$ cat src/rtl/dds_pkg.sv
// Shared DDS definitions: serializer FSM states and default DAC frame constants.
// The LDAC state only exists when DAC_LDAC_EN is defined.
package dds_pkg;

    localparam int         DAC_DATA_LENGTH = 16;
    localparam int         DAC_CMD_LENGTH  = 8;
    localparam logic [7:0] DAC_CMD_VALUE   = 8'h00;
    localparam int         DAC_CLK_DIV     = 2;
    localparam int         DAC_CS_GAP      = 2;

    typedef enum logic [2:0] {
        IDLE,
        SHIFT,
        HOLD,
        GAP
`ifdef DAC_LDAC_EN
        ,
        LDAC
`endif
    } dac_state_t;

endpackage

$ cat src/rtl/sclk_tick_gen.sv
// Half-period counter: one-cycle tick every DIV cycles while enabled, cleared when disabled.
module sclk_tick_gen
    import dds_pkg::*;
#(
    parameter int DIV = DAC_CLK_DIV
) (
    input  logic clk_i,
    input  logic rst_ni,
    input  logic en_i,
    output logic tick_o
);

    localparam int W = (DIV > 1) ? $clog2(DIV) : 1;

    logic [W-1:0] cnt_q;

    assign tick_o = en_i && (cnt_q == W'(DIV - 1));

    always_ff @(posedge clk_i or negedge rst_ni) begin
        if (!rst_ni) begin
            cnt_q <= '0;
        end else if (!en_i || tick_o) begin
            cnt_q <= '0;
        end else begin
            cnt_q <= cnt_q + W'(1);
        end
    end

endmodule

$ cat src/rtl/dac_serializer.sv
// Shifts {CMD_VALUE, sample} MSB-first to an SPI-style serial DAC (sclk idles low).
// Optional DAC latch strobe and LDAC state are enabled by defining DAC_LDAC_EN.
module dac_serializer
    import dds_pkg::*;
#(
    parameter int                    DATA_LENGTH = DAC_DATA_LENGTH,
    parameter int                    CMD_LENGTH  = DAC_CMD_LENGTH,
    parameter logic [CMD_LENGTH-1:0] CMD_VALUE   = CMD_LENGTH'(DAC_CMD_VALUE),
    parameter int                    CLK_DIV     = DAC_CLK_DIV,
    parameter int                    CS_GAP      = DAC_CS_GAP
) (
    input  logic                   sys_clk,
    input  logic                   rst_n,
    input  logic [DATA_LENGTH-1:0] sample_in,
    input  logic                   sample_valid,
    output logic                   sample_ready,
    output logic                   dac_sclk,
    output logic                   dac_mosi,
    output logic                   dac_cs_n,
`ifdef DAC_LDAC_EN
    output logic                   dac_ldac_n,
`endif
    output logic                   busy,
    output logic                   frame_done
);

    localparam int FRAME_LEN = CMD_LENGTH + DATA_LENGTH;
    localparam int BIT_W     = $clog2(FRAME_LEN);
    localparam int GAP_W     = (CS_GAP > 1) ? $clog2(CS_GAP) : 1;

    dac_state_t           state_q;
    logic [FRAME_LEN-1:0] shift_q;
    logic [BIT_W-1:0]     bit_cnt_q;
    logic [GAP_W-1:0]     gap_cnt_q;
    logic                 sclk_q;
    logic                 cs_n_q;
    logic                 done_q;
`ifdef DAC_LDAC_EN
    logic                 ldac_n_q;
`endif
    logic                 tick_en;
    logic                 tick;

    // GAP is timed by its own counter, so the divider is held clear there and
    // restarts phase-aligned when LDAC begins.
    always_comb begin
        tick_en = (state_q == SHIFT) || (state_q == HOLD);
`ifdef DAC_LDAC_EN
        if (state_q == LDAC) tick_en = 1'b1;
`endif
    end

    sclk_tick_gen #(
        .DIV(CLK_DIV)
    ) u_tick (
        .clk_i (sys_clk),
        .rst_ni(rst_n),
        .en_i  (tick_en),
        .tick_o(tick)
    );

    always_ff @(posedge sys_clk or negedge rst_n) begin
        if (!rst_n) begin
            state_q   <= IDLE;
            shift_q   <= '0;
            bit_cnt_q <= '0;
            gap_cnt_q <= '0;
            sclk_q    <= 1'b0;
            cs_n_q    <= 1'b1;
            done_q    <= 1'b0;
`ifdef DAC_LDAC_EN
            ldac_n_q  <= 1'b1;
`endif
        end else begin
            done_q <= 1'b0;
            case (state_q)
                IDLE: begin
                    if (sample_valid) begin
                        shift_q   <= {CMD_VALUE, sample_in};
                        bit_cnt_q <= '0;
                        sclk_q    <= 1'b0;
                        cs_n_q    <= 1'b0;
                        state_q   <= SHIFT;
                    end
                end
                SHIFT: begin
                    if (tick) begin
                        if (!sclk_q) begin
                            sclk_q <= 1'b1;
                        end else begin
                            sclk_q <= 1'b0;
                            // Last bit stays on mosi through the hold time.
                            if (bit_cnt_q == BIT_W'(FRAME_LEN - 1)) begin
                                state_q <= HOLD;
                            end else begin
                                bit_cnt_q <= bit_cnt_q + BIT_W'(1);
                                shift_q   <= {shift_q[FRAME_LEN-2:0], 1'b0};
                            end
                        end
                    end
                end
                HOLD: begin
                    if (tick) begin
                        cs_n_q    <= 1'b1;
                        shift_q   <= '0;
                        done_q    <= 1'b1;
                        gap_cnt_q <= '0;
                        state_q   <= GAP;
                    end
                end
                GAP: begin
                    if (gap_cnt_q == GAP_W'(CS_GAP - 1)) begin
`ifdef DAC_LDAC_EN
                        ldac_n_q <= 1'b0;
                        state_q  <= LDAC;
`else
                        state_q  <= IDLE;
`endif
                    end else begin
                        gap_cnt_q <= gap_cnt_q + GAP_W'(1);
                    end
                end
`ifdef DAC_LDAC_EN
                LDAC: begin
                    if (tick) begin
                        ldac_n_q <= 1'b1;
                        state_q  <= IDLE;
                    end
                end
`endif
                default: state_q <= IDLE;
            endcase
        end
    end

    assign sample_ready = (state_q == IDLE);
    assign busy         = (state_q != IDLE);
    assign dac_sclk     = sclk_q;
    assign dac_mosi     = shift_q[FRAME_LEN-1];
    assign dac_cs_n     = cs_n_q;
    assign frame_done   = done_q;
`ifdef DAC_LDAC_EN
    assign dac_ldac_n   = ldac_n_q;
`endif

endmodule

$ cat config.mk
export PLATFORM = sky130hd
export DESIGN_NAME = dac_serializer
export DESIGN_NICKNAME = d
export VERILOG_FILES = /design/src/rtl/dds_pkg.sv /design/src/rtl/sclk_tick_gen.sv /design/src/rtl/dac_serializer.sv
export SDC_FILE = /design/constraint.sdc
export NUM_CORES = 1
export LEC_CHECK = 0
export CAP_MARGIN = 40
export CELL_PAD_IN_SITES_DETAIL_PLACEMENT = 1
export CELL_PAD_IN_SITES_GLOBAL_PLACEMENT = 1
export CORE_MARGIN = 4
export CORE_UTILIZATION = 44
export CTS_BUF_LIST = sky130_fd_sc_hd__clkbuf_16
export CTS_CLUSTER_DIAMETER = 40
export DETAILED_ROUTE_END_ITERATION = 10
export DONT_BUFFER_PORTS = 1
export PLACE_DENSITY_LB_ADDON = 0.1
export RECOVER_POWER = 25
export SYNTH_ARGS = -nofsm -noshare
export SYNTH_HDL_FRONTEND = slang
export SYNTH_HIERARCHICAL = 1
export SYNTH_SLANG_ARGS = --single-unit
$ cat constraint.sdc
create_clock -name sys_clk -period 1.95 [get_ports sys_clk]
set_input_delay 0.585 -clock sys_clk [delete_from_list [all_inputs] [get_ports sys_clk]]
set_output_delay 0.585 -clock sys_clk [all_outputs]
set_load 0.1 [all_outputs]
# Yosys cells after proc, flatten, opt, wreduce, memory -nomap -nowiden
# Cells that the tools add are included.
[word_totals]
regBits = 37
output_inout_bits = 6
word_cells = 68
[op_classes]
addsub = 3
n_eq_ne = 11
n_mux = 30
reduce_logical = 16
[op_table]
columns = ["cell", "count"]
rows = [
  ["two-way mux 24 bit", 5],
  ["one-hot mux 24 bit (3 select lines)", 1],
  ["two-way mux 5 bit", 4],
  ["two-way mux 3 bit", 6],
  ["one-hot mux 3 bit (4 select lines)", 1],
  ["AND reduction 6 bit", 2],
  ["one-hot mux 5 bit (2 select lines)", 1],
  ["two-way mux 1 bit", 9],
  ["!= test 2 bit (second input constant)", 4],
  ["equality test 3 x 2 -> 1 bit (second input constant)", 2],
  ["!= test 2 x 1 -> 1 bit (second input constant)", 3],
  ["one-hot mux 1 bit (2 select lines)", 3],
  ["AND reduction 3 bit", 2],
  ["nonzero test 2 bit", 3],
  ["nonzero test 3 bit", 2],
  ["adder 5 x 1 -> 5 bit (second input constant)", 1],
  ["equality test 5 bit (second input constant)", 1],
  ["AND reduction 5 bit", 1],
  ["equality test 3 x 1 -> 1 bit (second input constant)", 1],
  ["zero test 3 bit", 1],
  ["adder 1 bit (second input constant)", 2],
  ["logical OR 1 bit", 2],
  ["AND reduction 2 bit", 1],
  ["logical AND 1 bit", 1],
  ["zero test 1 bit", 1],
]

# Logic depth before layout (Yosys ltp)
# Gate-level depths: netlist (run 1).
[depth]
depth_word = 5
mapped_depth = 9
depth_no_buf = 7

# Cells and area by module
# The synthesis (run 1) kept the hierarchy.
[by_module_without_submodules]
columns = ["module", "instances", "cells_per_inst", "area_each_um2"]
rows = [
  ["dac_serializer", 1, 182, 1954.4],
  ["sclk_tick_gen", 1, 3, 41.3],
]

# Worst setup path before layout (run 1)
# OpenSTA, ideal clock, no wires.
[synth_timing]
kind = "register -> output"
startpoint = "register state_q[0]"
endpoint = "output port busy"
t_arrival_ns = 2.087
t_required_ns = 1.365
setup_slack_ns = -0.722
stages_incl_launch_ff = 4
cell_sequence = "dfrtp_1 inv_1 ha_1 inv_1"
[synth_between]
elab_chain_cells = 1
[synth_lines]
columns = ["item", "line", "rtl"]
rows = [
  ["from (decl)", "dac_serializer.sv:31", "dac_state_t state_q;"],
  ["from (signal assigned)", "dac_serializer.sv:64", "state_q <= IDLE;"],
  ["from (signal assigned)", "dac_serializer.sv:83", "state_q <= SHIFT;"],
  ["from (signal assigned)", "dac_serializer.sv:94", "state_q <= HOLD;"],
  ["nonzero test 3 bit", "dac_serializer.sv:137", "assign busy = (state_q != IDLE);"],
  ["to (decl)", "dac_serializer.sv:23", "output logic busy,"],
]
# No other way between the ends.

# Final worst setup path (run 1)
[layout_timing]
startpoint = "register state_q[1]"
endpoint = "register shift_q[13]"
[layout_between]
elab_chain_cells = 5
elab_cells_between_ends = 13
cone_classes = "eq/ne (7); mux (1); reduce/logical (5)"
[layout_lines]
columns = ["item", "line", "rtl"]
rows = [
  ["equality test 3 x 1 -> 1 bit or equality test 3 x 2 -> 1 bit (tied branches)", "dac_serializer.sv:47", "tick_en = (state_q == SHIFT) || (state_q == HOLD);"],
  ["logical OR 1 bit *", "dac_serializer.sv:47", ""],
  ["net tick_en", "dac_serializer.sv:41", "logic tick_en;"],
  ["logical AND 1 bit *", "sclk_tick_gen.sv:17", "assign tick_o = en_i && (cnt_q == W'(DIV - 1));"],
  ["net tick", "dac_serializer.sv:42", "logic tick;"],
  ["!= test 2 x 1 -> 1 bit (no source line)", "-", ""],
  ["AND reduction 6 bit (no source line) *", "-", ""],
  ["to (signal assigned)", "dac_serializer.sv:79", "shift_q <= {CMD_VALUE, sample_in};"],
  ["to (signal assigned)", "dac_serializer.sv:97", "shift_q <= {shift_q[FRAME_LEN-2:0], 1'b0};"],
  ["to (decl)", "dac_serializer.sv:32", "logic [FRAME_LEN-1:0] shift_q;"],
]
# Mark *: on every way through the listed nets, which the timed path passes. The rest lies on a longest branch.
# A chain may end at the register's enable or synchronous reset.

==> results of run 1 <==
logic make-up (layout without fill, tap and decap cells):
group	count (synthesis)	count (layout)	synth area share, %
and+or+nand+nor	49	49	13.9
DFF	36	36	45.2
AOI/OAI and AO/OA	34	34	10.7
buffers and inverters	33	45	7.52
muxes	27	27	18.9
adders and majority gates	6	6	3.76
critical path: cells and delay by family (launching register included):
| kind | cells | cell delay (ns) |
|---|---|---|
| flip-flops | 1 | 0.40 |
| adder cells (fa/ha/maj) | 1 | 0.21 |
| multiplexers | 1 | 0.34 |
| buffers and inverters | 2 | 0.26 |
| AO/OA/AOI/OAI | 2 | 0.31 |
| AND/OR/NAND/NOR | 2 | 0.24 |
layout make-up:
| class | count | area [um2] |
|---|---|---|
| Clock buffer | 5 | 125 |
| Clock inverter | 3 | 18.8 |
| Fill cell | 466 | 2040 |
| Inverter | 22 | 86.3 |
| Multi-Input combinational cell | 116 | 982 |
| Sequential cell | 36 | 902 |
| Tap cell | 52 | 65.1 |
| Timing Repair Buffer | 15 | 168 |
cells in the final DEF, fill, tap and decap left out, types with 4 or more instances in the layout:
cell / instances
a21oi_1: 5
and3_1: 8
buf_4: 10
clkbuf_16: 5
dfrtp_1: 35
ha_1: 4
inv_1: 19
mux2_4: 23
nand2_1: 6
nand3_1: 19
nor2_1: 5
o21ai_0: 19
state kept, by name (all words and copies together) (netlist names):
name / cells
dac_cs_n: 1
frame_done: 1
bit_cnt_q: 5
gap_cnt_q: 1
shift_q: 24
u_tick/cnt_q: 1
state_q: 2
dac_sclk: 1
what timing repair did:
item                       4_1_cts  5_1_grt
pin swaps                        0        0
setup buffers                    0        0
resized for setup                1        4
hold endpoints to repair        35        0
setup endpoints to repair        1        4
hold buffers                     1        0
layer usage:
layer	share of wire [%]	vias to the layer above	global-route usage, %	wire (um)
met5	0	-	0	0
met2	52	18	31.3	2260
li1	-	652	-	-
met1	45	681	21.3	1970
met4	1.2	0	5.63	51
met3	2.1	6	4.35	90
worst paths after layout:
path | cells past startpoint | to | slack (ns)
max | 8 | shift_q[13]$_DFFE_PN0P_ | 0.08
min | 0 | dac_cs_n$_DFFE_PN1P_ | 0.15
max reg2reg | 8 | shift_q[13]$_DFFE_PN0P_ | 0.08
min reg2reg | 1 | shift_q[17]$_DFFE_PN0P_ | 0.51
max in group asynchronous | 1 | shift_q[5]$_DFFE_PN0P_ | 0.98
min in group sys_clk | 1 | shift_q[17]$_DFFE_PN0P_ | 0.51
power by group:
part | switching, W | internal, W | leakage, nW
clock | 0.000308 | 0.000470 | 0.0736
sequential | 0.000209 | 0.000988 | 0.471
combinational | 0.00137 | 0.00128 | 0.641
total | 0.00189 | 0.00273 | 1.19
through the flow:
step	instance area [um2]	TNS, ns
after floorplan	2030	-0.0503
after global placement	2150	0
after detailed placement	2180	0
after CTS	2350	0
after global routing	2350	-0.00202
final	2350	0
==> metrics.md, run 1 <==
| Metric | Value |
|---|---|
| Distinct cell type count after synthesis | 34 |
| Most frequent cells after synthesis | dfrtp_1 (35), inv_1 (22), mux2_4 (20), nand3_1 (19), o21ai_0 (19) |
| Clock sink count | 36 |
| RD Place Congestion | 0.768 |
| Non-Filler Instances | 249 |
| Root Driver | clkbuf_16 |
| CTS tree | done |
| Min-Delay Path Class | in2async |
| Final setup fails | 0 |
| Critical path class | reg2reg |
| Detailed-route via count | around 1,400 |
| Max-cap violations | 0 |
| RSZ-0062 raised after global routing | yes |
| CTS Buf Count | 5 |
| Die ar. | 0.00568 mm2 |
| HPWL after detailed placement | 3060 um |
| Total Power | ~0.0046 W |
| Layout cell share with drive strength beyond 1 | 31.5% |
| Clock Skew | 0.00245 ns |
| Total global-route track usage | 17.8% |
| Antenna violations before repair | 0 |
| Avg WL per Cell | about 18 um |
| Ys flop type | dfrtp_1 |
| Yosys top cell area share | 43.9% |
| Clock Tree Buf Depth | 2 |
| Rel. slew slack | 41.3% |
| Worst Path Arrival | 2.03 ns |
| Worst Setup End Kind | flop |
| Reg2reg start | state_q[1]$_DFFE_PN0P_ |
| Area Growth Syn to Fin | 17.6% |
| Post-synth EDFFs | 0 |
| Hold_ws | between 0.1 and 0.15 ns |
| Syn Nets | 210 |
| Avg Vias per Cell | 5.45 |
| Vias in the first global route | ~1,500 |
| First-pass detailed-route iteration total | 4 |
| Die height | 75.3 um |
| IO buf count | 0 |
| Row cnt | 24 |
| Routed Antenna Nets | 0 |
| Status | completed |
| Crit path max-delay cell type | dfrtp_1 |
| Pre-CTS WS | around 0.030 ns |
| Peak Freq | 534 MHz |
| Core area | between 0.004 and 0.005 mm2 |
| Mapped Cells | 185 |
| Final Cycle Share | 95.9% |
| Syn Area/Cell | between 10 and 15 um2 |
| Worst-path clk slew | 0.06 ns |
| Ant diodes | 0 |
| Clock insertion delay at the later pin of the skew report | 0.28 ns |
| Count of final max-slew check failures | 0 |
| H-tree lvl count | 2 |
| DP Cell Count | 240 |
| Top post-synthesis cells by area | dfrtp_1 (44%), mux2_4 (15%), nand3_1 (4.8%), o21ai_0 (4.8%), inv_1 (4.1%) |
| Most common cell in the netlist | dfrtp_1 |
| Final WS setup | 0.0790 ns |
| Ys Warns | 6 |
| Final core occ | 53.5% |
| Die Wd | 75.3 um |
| Crit path from | state_q[1]$_DFFE_PN0P_ |
| Initial Util | 45.5% |
| Cell-by-cell trace of the critical path | inv_2 -> ha_4 -> and2_4 -> o21bai_4 -> o211a_4 -> nand3b_4 -> buf_12 -> mux2_2 |
| Total global routing overflow | 0 |
| Sequential share of the synthesized area | 45.2% |
| Ports | 25 |
| Peak supply drop | 929 uV |
| Wirelength, routed | 4370 um |
| PwrDens | 1970 mW/mm2 |
| Biggest cell delay along the critical path | 0.40 ns |
| Lkg Pwr | 1.19 nW |
| First-pass GRT wire length | ~7600 um |
| Endpoints failing hold | 0 |
| Fraction of registers with async set/reset | 100% |
| Final worst path period need | 1.87 ns |
| Nets | 221 |
| Post-synth top area cell | dfrtp_1 |
| Largest net degree at the start of global routing | 42 |
| Startpoint type of the worst setup path | flop |
| First-iteration detailed-routing DRC count | 43 |
| Worst path required time | between 2 and 2.5 ns |
| Number of remaining DRC errors | 0 |
| Yosys reg bits | 36 |
| Worst-margin pin slew | ~0.88 ns |
| CP max FO | 12 |
| Mapped cell area | 0.00200 mm2 |
(Power assumes the default switching activity.)
==> run 2: changes to the inputs <==
--- a/config.mk
+++ b/config.mk
@@ -7,9 +7,9 @@
 export LEC_CHECK = 0
 export CAP_MARGIN = 40
 export CELL_PAD_IN_SITES_DETAIL_PLACEMENT = 1
-export CELL_PAD_IN_SITES_GLOBAL_PLACEMENT = 1
+export CELL_PAD_IN_SITES_GLOBAL_PLACEMENT = 2
 export CORE_MARGIN = 4
-export CORE_UTILIZATION = 44
+export CORE_UTILIZATION = 37
 export CTS_BUF_LIST = sky130_fd_sc_hd__clkbuf_16
 export CTS_CLUSTER_DIAMETER = 40
 export DETAILED_ROUTE_END_ITERATION = 10
==> run 2 against run 1 <==
Against the previous run: worst hold slack got worse by 0.0024 ns; worst setup slack got worse by 0.038 ns; final cell count up 9.6%; sequential share of layout area is 1.6 points lower; non-clock buffer count is 6 higher; total power is 7.0% higher; clock-buffer cell count unchanged; core utilization is 6.2 points lower; register-to-register slack got worse by 0.04 ns; global-route usage is 2.9 points lower; clock power grew 17%; routed wire length up 1.6%; critical path type unchanged; largest power group unchanged.
==> metrics.md, run 2 (synthesis results as in run 1) <==
| Metric | Value |
|---|---|
| Initial Util | 38.6% |
| Ports | 25 |
| Peak supply drop | 918 uV |
| Max-cap violations | 0 |
| Reg2reg setup slack | a little over 0.04 ns |
| Final Cycle Share | 97.9% |
| First-pass detailed-route iteration total | 6 |
| Largest reg by FF count | shift_q |
| IO buf count | 0 |
| Largest net degree at the start of global routing | 42 |
| Max FFs per register | 24 |
| Commonest non-fill, non-tap cell in the layout | dfrtp_1 |
| Endpoints failing hold | 0 |
| First-iteration detailed-routing DRC count | 37 |
| Vias in the first global route | 1,563 |
| Fillers | 561 |
| Area of the multi-input gates | 982 um2 |
| Largest registers | shift_q: 24 flops, bit_cnt_q: 5 flops, state_q: 2 flops |
| Worst-path clk slew | 0.06 ns |
| First-pass GRT wire length | roughly 7500 um |
| Min-Delay Path Class | in2async |
| Clock Tree Buf Depth | 2 |
| Row cnt | 26 |
| Routed Antenna Nets | 0 |
| Die height | 81.4 um |
| Clock insertion delay at the later pin of the skew report | between 0.2 and 0.3 ns |
| CP max FO | 7 |
| Status | completed |
| Worst Path Arrival | a little over 2 ns |
| Rel. slew slack | roughly two fifths |
| Peak Freq | between 500 and 600 MHz |
| Crit path max-delay cell type | dfrtp_1 |
| Cell-by-cell trace of the critical path | inv_2 -> ha_4 -> and2_4 -> o21bai_4 -> o211a_4 -> nand3b_4 -> clkbuf_16 -> mux2_4 |
| Nets | 227 |
| Antenna violations before repair | 0 |
| Total global routing overflow | 0 |
| Die ar. | 0.00663 mm2 |
| Core area | 0.00517 mm2 |
| H-tree lvl count | 2 |
| Most frequent cells in the layout | dfrtp_1 (35), mux2_4 (23), inv_1 (19), nand3_1 (19), o21ai_0 (19) |
| Final worst path period need | 1.91 ns |
| Clock sink count | 36 |
| Worst Setup End Kind | flop |
| PwrDens | 2020 mW/mm2 |
| HPWL after detailed placement | 2900 um |
| Avg Vias per Cell | 5.11 |
| Startpoint type of the worst setup path | flop |
| CTS tree | done |
| Root Driver | clkbuf_16 |
| Wirelength, routed | 4440 um |
| Clock Skew | between 0.002 and 0.003 ns |
| Biggest cell delay along the critical path | approximately 0.39 ns |
| Avg WL per Cell | 16.3 um |
| Area Growth Syn to Fin | 22.8% |
| Number of remaining DRC errors | 0 |
| Register area | 902 um2 |
| Critical path class | reg2reg |
| Count of final max-slew check failures | 0 |
| Die Wd | between 80 and 90 um |
| RSZ-0062 raised after global routing | yes |
| Total global-route track usage | about 15% |
| Worst path required time | 2.11 ns |
| Total Power | a little under 0.005 W |
| Worst-margin pin slew | just over 0.9 ns |
| Detailed-route via count | 1,394 |
| RD Place Congestion | 0.720 |
| CTS Buf Count | 5 |
| Final setup fails | 0 |
| Lkg Pwr | about 1.2 nW |
| Ant diodes | 0 |
| Final core occ | 47.4% |
| Layout cell share with drive strength beyond 1 | 32.5% |
-- run 2: changes by cell type in the layout (fill, tap and decap cells not counted) --
cell	before	now
clkinv_2	2	0
clkinv_1	0	2
bufinv_16	0	1
buf_4	10	15
clkbuf_16	5	6
clkinv_4	1	0
-- run 2: where the power goes --
part | switching (W) | internal (W) | total, W
clock | 0.000316 | 0.000594 | 0.000910
combinational | 0.00143 | 0.00142 | 0.00286
sequential | 0.000196 | 0.000987 | 0.00118
total | 0.00194 | 0.00301 | 0.00495
-- run 2: through the flow --
| step | hold WS [ns] | std cells | worst slack (ns) | setup TNS (ns) | area [um2] |
|---|---|---|---|---|---|
| 2_1_floorplan | 0.289 | 185 | -0.0135 | -0.0503 | 2030 |
| 3_3_place_gp | 0.290 | 258 | 0.0369 | 0 | 2180 |
| 3_5_place_dp | 0.291 | 259 | -0.0265 | -0.0496 | 2210 |
| 4_1_cts | 0.135 | 269 | 0.0326 | 0 | 2400 |
| 5_1_grt | 0.125 | 273 | -0.0333 | -0.384 | 2450 |
| 6_report | 0.144 | 273 | 0.0415 | 0 | 2450 |
-- run 2: metal layers --
layer  global-route usage, %  wire, um
met1                    17.1      1930
met2                    25.0      2300
met3                    4.93       147
met4                    6.25        57
met5                       0         0
-- run 2: final cells by class --
type	count	share of cell area (%)
clock buffers	5	5.10
clock inverters	3	1.53
inverters	22	3.52
multi-input cells	116	40.1
flip-flops and latches	36	36.8
well taps	70	3.57
repair buffers	21	9.39
-- run 2: final timing paths --
kind	to	depth (start not counted)	startpoint
setup / recovery	shift_q[5]$_DFFE_PN0P_	8	state_q[0]$_DFFE_PN0P_
hold / removal	dac_cs_n$_DFFE_PN1P_	0	rst_n
setup reg to reg	shift_q[5]$_DFFE_PN0P_	8	state_q[0]$_DFFE_PN0P_
hold reg to reg	shift_q[16]$_DFFE_PN0P_	1	shift_q[16]$_DFFE_PN0P_
max in group asynchronous	shift_q[2]$_DFFE_PN0P_	1	rst_n
min in group sys_clk	shift_q[16]$_DFFE_PN0P_	1	shift_q[16]$_DFFE_PN0P_
-- run 2: timing repair --
| action | CTS | global route |
|---|---|---|
| endpoints found under the hold margin | 35 | 0 |
| buffers inserted | 1 | 3 |
| resized for setup | 1 | 4 |
| gates cloned | 0 | 1 |
| endpoints found under the setup margin | 16 | 14 |
| hold buffers | 1 | 0 |
| pin swaps | 0 | 1 |
-- run 2: worst max-delay path: cells and delay by family (launching register included) --
family / cells / cell delay [ns]
and+or+nand+nor: 2 / 0.27
buffers and inverters: 2 / 0.27
DFF: 1 / 0.39
AOI/OAI and AO/OA: 2 / 0.29
adders and majority gates: 1 / 0.26
muxes: 1 / 0.30
==> run 3: changes to the inputs <==
--- a/config.mk
+++ b/config.mk
@@ -16,6 +16,8 @@
 export DONT_BUFFER_PORTS = 1
 export PLACE_DENSITY_LB_ADDON = 0.1
 export RECOVER_POWER = 25
+export SETUP_SLACK_MARGIN = 0.3
+export SLEW_MARGIN = 15
 export SYNTH_ARGS = -nofsm -noshare
 export SYNTH_HDL_FRONTEND = slang
 export SYNTH_HIERARCHICAL = 1
==> run 3 against run 2 <==
Against the previous run: sequential power about the same; total power rose by 5.9%; register-to-register slack improved by 0.02 ns; final area grew 4.0%; critical endpoint is now shift_q[16]$_DFFE_PN0P_; largest cell class unchanged.
==> metrics.md, run 3 (synthesis results as in run 1) <==
| Metric | Value |
|---|---|
| Status | completed |
| Min-Delay Path Class | in2async |
| Peak Freq | 530 MHz |
| Worst Path Arrival | 2.05 ns |
| H-tree lvl count | 2 |
| Critical path class | reg2reg |
| Routed Antenna Nets | 0 |
| Area Growth Syn to Fin | 27.7% |
| Peak supply drop | 1030 uV |
| Count of final max-slew check failures | 0 |
| First-pass detailed-route iteration total | 3 |
| Total global routing overflow | 0 |
| Max FFs per register | 24 |
| Total global-route track usage | 15.1% |
| Buf/Inv on CP | 2 |
| First-iteration detailed-routing DRC count | 18 |
| Root Driver | clkbuf_16 |
| Clock Skew | 0.00408 ns |
| Avg Vias per Cell | 5.04 |
| Nets | 229 |
| IO buf count | 0 |
| CTS Buf Count | 5 |
| Vias in the first global route | 1,509 |
| RSZ-0062 raised after global routing | yes |
| Crit path max-delay family | flip-flops |
| Total Power | around 0.0052 W |
| Rel. slew slack | between 40% and 50% |
| Die ar. | 0.00663 mm2 |
| Avg WL per Cell | 16.3 um |
| Number of remaining DRC errors | 0 |
| Crit path max-delay cell type | dfrtp_2 |
| Core area | 0.00517 mm2 |
| Worst-path clk slew | 0.06 ns |
| Layout cell share with drive strength beyond 1 | 37.6% |
| Biggest cell delay along the critical path | 0.43 ns |
| Lkg Pwr | 1.27 nW |
| Initial Util | 38.6% |
| Final core occ | 49.3% |
| Ports | 25 |
| Max-cap violations | 0 |
| Detailed-route via count | 1,386 |
| PwrDens | 2060 mW/mm2 |
| Wirelength, routed | approximately 4500 um |
| Final worst path period need | 1.89 ns |
| Worst path required time | roughly 2.1 ns |
| Largest reg by FF count | shift_q |
| Clock insertion delay at the later pin of the skew report | 0.28 ns |
| RD Place Congestion | slightly above 0.7 |
| Commonest non-fill, non-tap cell in the layout | dfrtp_1 |
| CTS tree | done |
| Row cnt | 26 |
| Final setup fails | 0 |
| HPWL after detailed placement | between 2000 and 3000 um |
| Clock Tree Buf Depth | 2 |
| CP max FO | 10 |
| Die height | 81.4 um |
| Worst Setup End Kind | flop |
| Worst-margin pin slew | between 0.8 and 0.9 ns |
| Endpoints failing hold | 0 |
| Clock sink count | 36 |
| Die Wd | roughly 80 um |
| Largest registers | shift_q: 24 flops, bit_cnt_q: 5 flops, state_q: 2 flops |
| Final Cycle Share | 96.7% |
| Antenna violations before repair | 0 |
| Ant diodes | 0 |
| Most frequent cells in the layout | dfrtp_1 (33), mux2_4 (24), inv_1 (20), nand3_1 (19), o21ai_0 (18) |
| First-pass GRT wire length | approximately 7500 um |
| Startpoint type of the worst setup path | flop |
| Largest net degree at the start of global routing | 42 |
| Cell-by-cell trace of the critical path | inv_2 -> ha_4 -> and2_4 -> o21bai_4 -> o211a_4 -> nand3b_4 -> buf_12 -> mux2_2 |
run 3: cell count changes in the layout (fill, tap and decap cells not counted), sizes merged:
cell | before | now
inv | 21 | 22
clkinv | 2 | 1
buf | 19 | 22
clkbuf | 7 | 6
run 3: layer usage:
layer	vias to the layer above	routed length [um]	GRT usage [%]
li1	670	-	-
met1	685	2020	18.0
met2	25	2260	26.5
met3	6	140	3.95
met4	0	68	5.07
met5	-	0	0
run 3: worst paths after layout:
| check | start | end | slack, ns | cells past startpoint |
|---|---|---|---|---|
| max in group asynchronous | rst_n | state_q[0]$_DFFE_PN0P_ | 0.93 | 1 |
| worst min-delay path | rst_n | dac_cs_n$_DFFE_PN1P_ | 0.15 | 0 |
| min in group sys_clk | shift_q[16]$_DFFE_PN0P_ | shift_q[16]$_DFFE_PN0P_ | 0.50 | 1 |
| worst max-delay path | state_q[0]$_DFFE_PN0P_ | shift_q[16]$_DFFE_PN0P_ | 0.06 | 8 |
| worst min register to register | shift_q[16]$_DFFE_PN0P_ | shift_q[16]$_DFFE_PN0P_ | 0.50 | 1 |
| worst max register to register | state_q[0]$_DFFE_PN0P_ | shift_q[16]$_DFFE_PN0P_ | 0.06 | 8 |
run 3: area by class of cell:
cell class                 instances  area, um2
fill                             545       2620
clock inverter                     3       38.8
tap                               70       87.6
clock buffer                       5        125
sequential                        36        908
timing repair buffer              23        251
inverter                          22       86.3
multi-input combinational        116       1050
run 3: per-stage QoR:
stage	instance area [um2]	std cells	TNS, ns	setup slack (ns)	hold slack [ns]
after floorplan	2050	185	-0.248	-0.0135	0.289
after global placement	2190	257	0	0.0845	0.290
after detailed placement	2190	257	0	0.000218	0.291
after CTS	2510	272	0	0.0591	0.140
after global routing	2550	275	0	0.00305	0.135
final	2550	275	0	0.0635	0.147
run 3: power breakdown:
group	switching (W)	total [W]	internal, W
clock	0.000300	0.000895	0.000595
sequential	0.000218	0.00121	0.000997
combinational	0.00153	0.00313	0.00160
total	0.00205	0.00524	0.00319
run 3: worst register-to-register path, delay by kind of cell (launching register included):
| family | cells | cell delay (ns) |
|---|---|---|
| simple gates | 2 | 0.27 |
| compound gates | 2 | 0.31 |
| mux | 1 | 0.33 |
| fa+ha+maj | 1 | 0.19 |
| buf+inv | 2 | 0.24 |
| flops | 1 | 0.43 |
run 3: repair_timing:
item / 4_1_cts / 5_1_grt
endpoints found under the setup margin: 33 / 34
gates cloned: 1 / 0
buffers inserted: 5 / 3
hold endpoints to repair: 35 / 0
pin swaps: 1 / 5
hold buffers: 1 / 0
gates resized for setup: 17 / 7
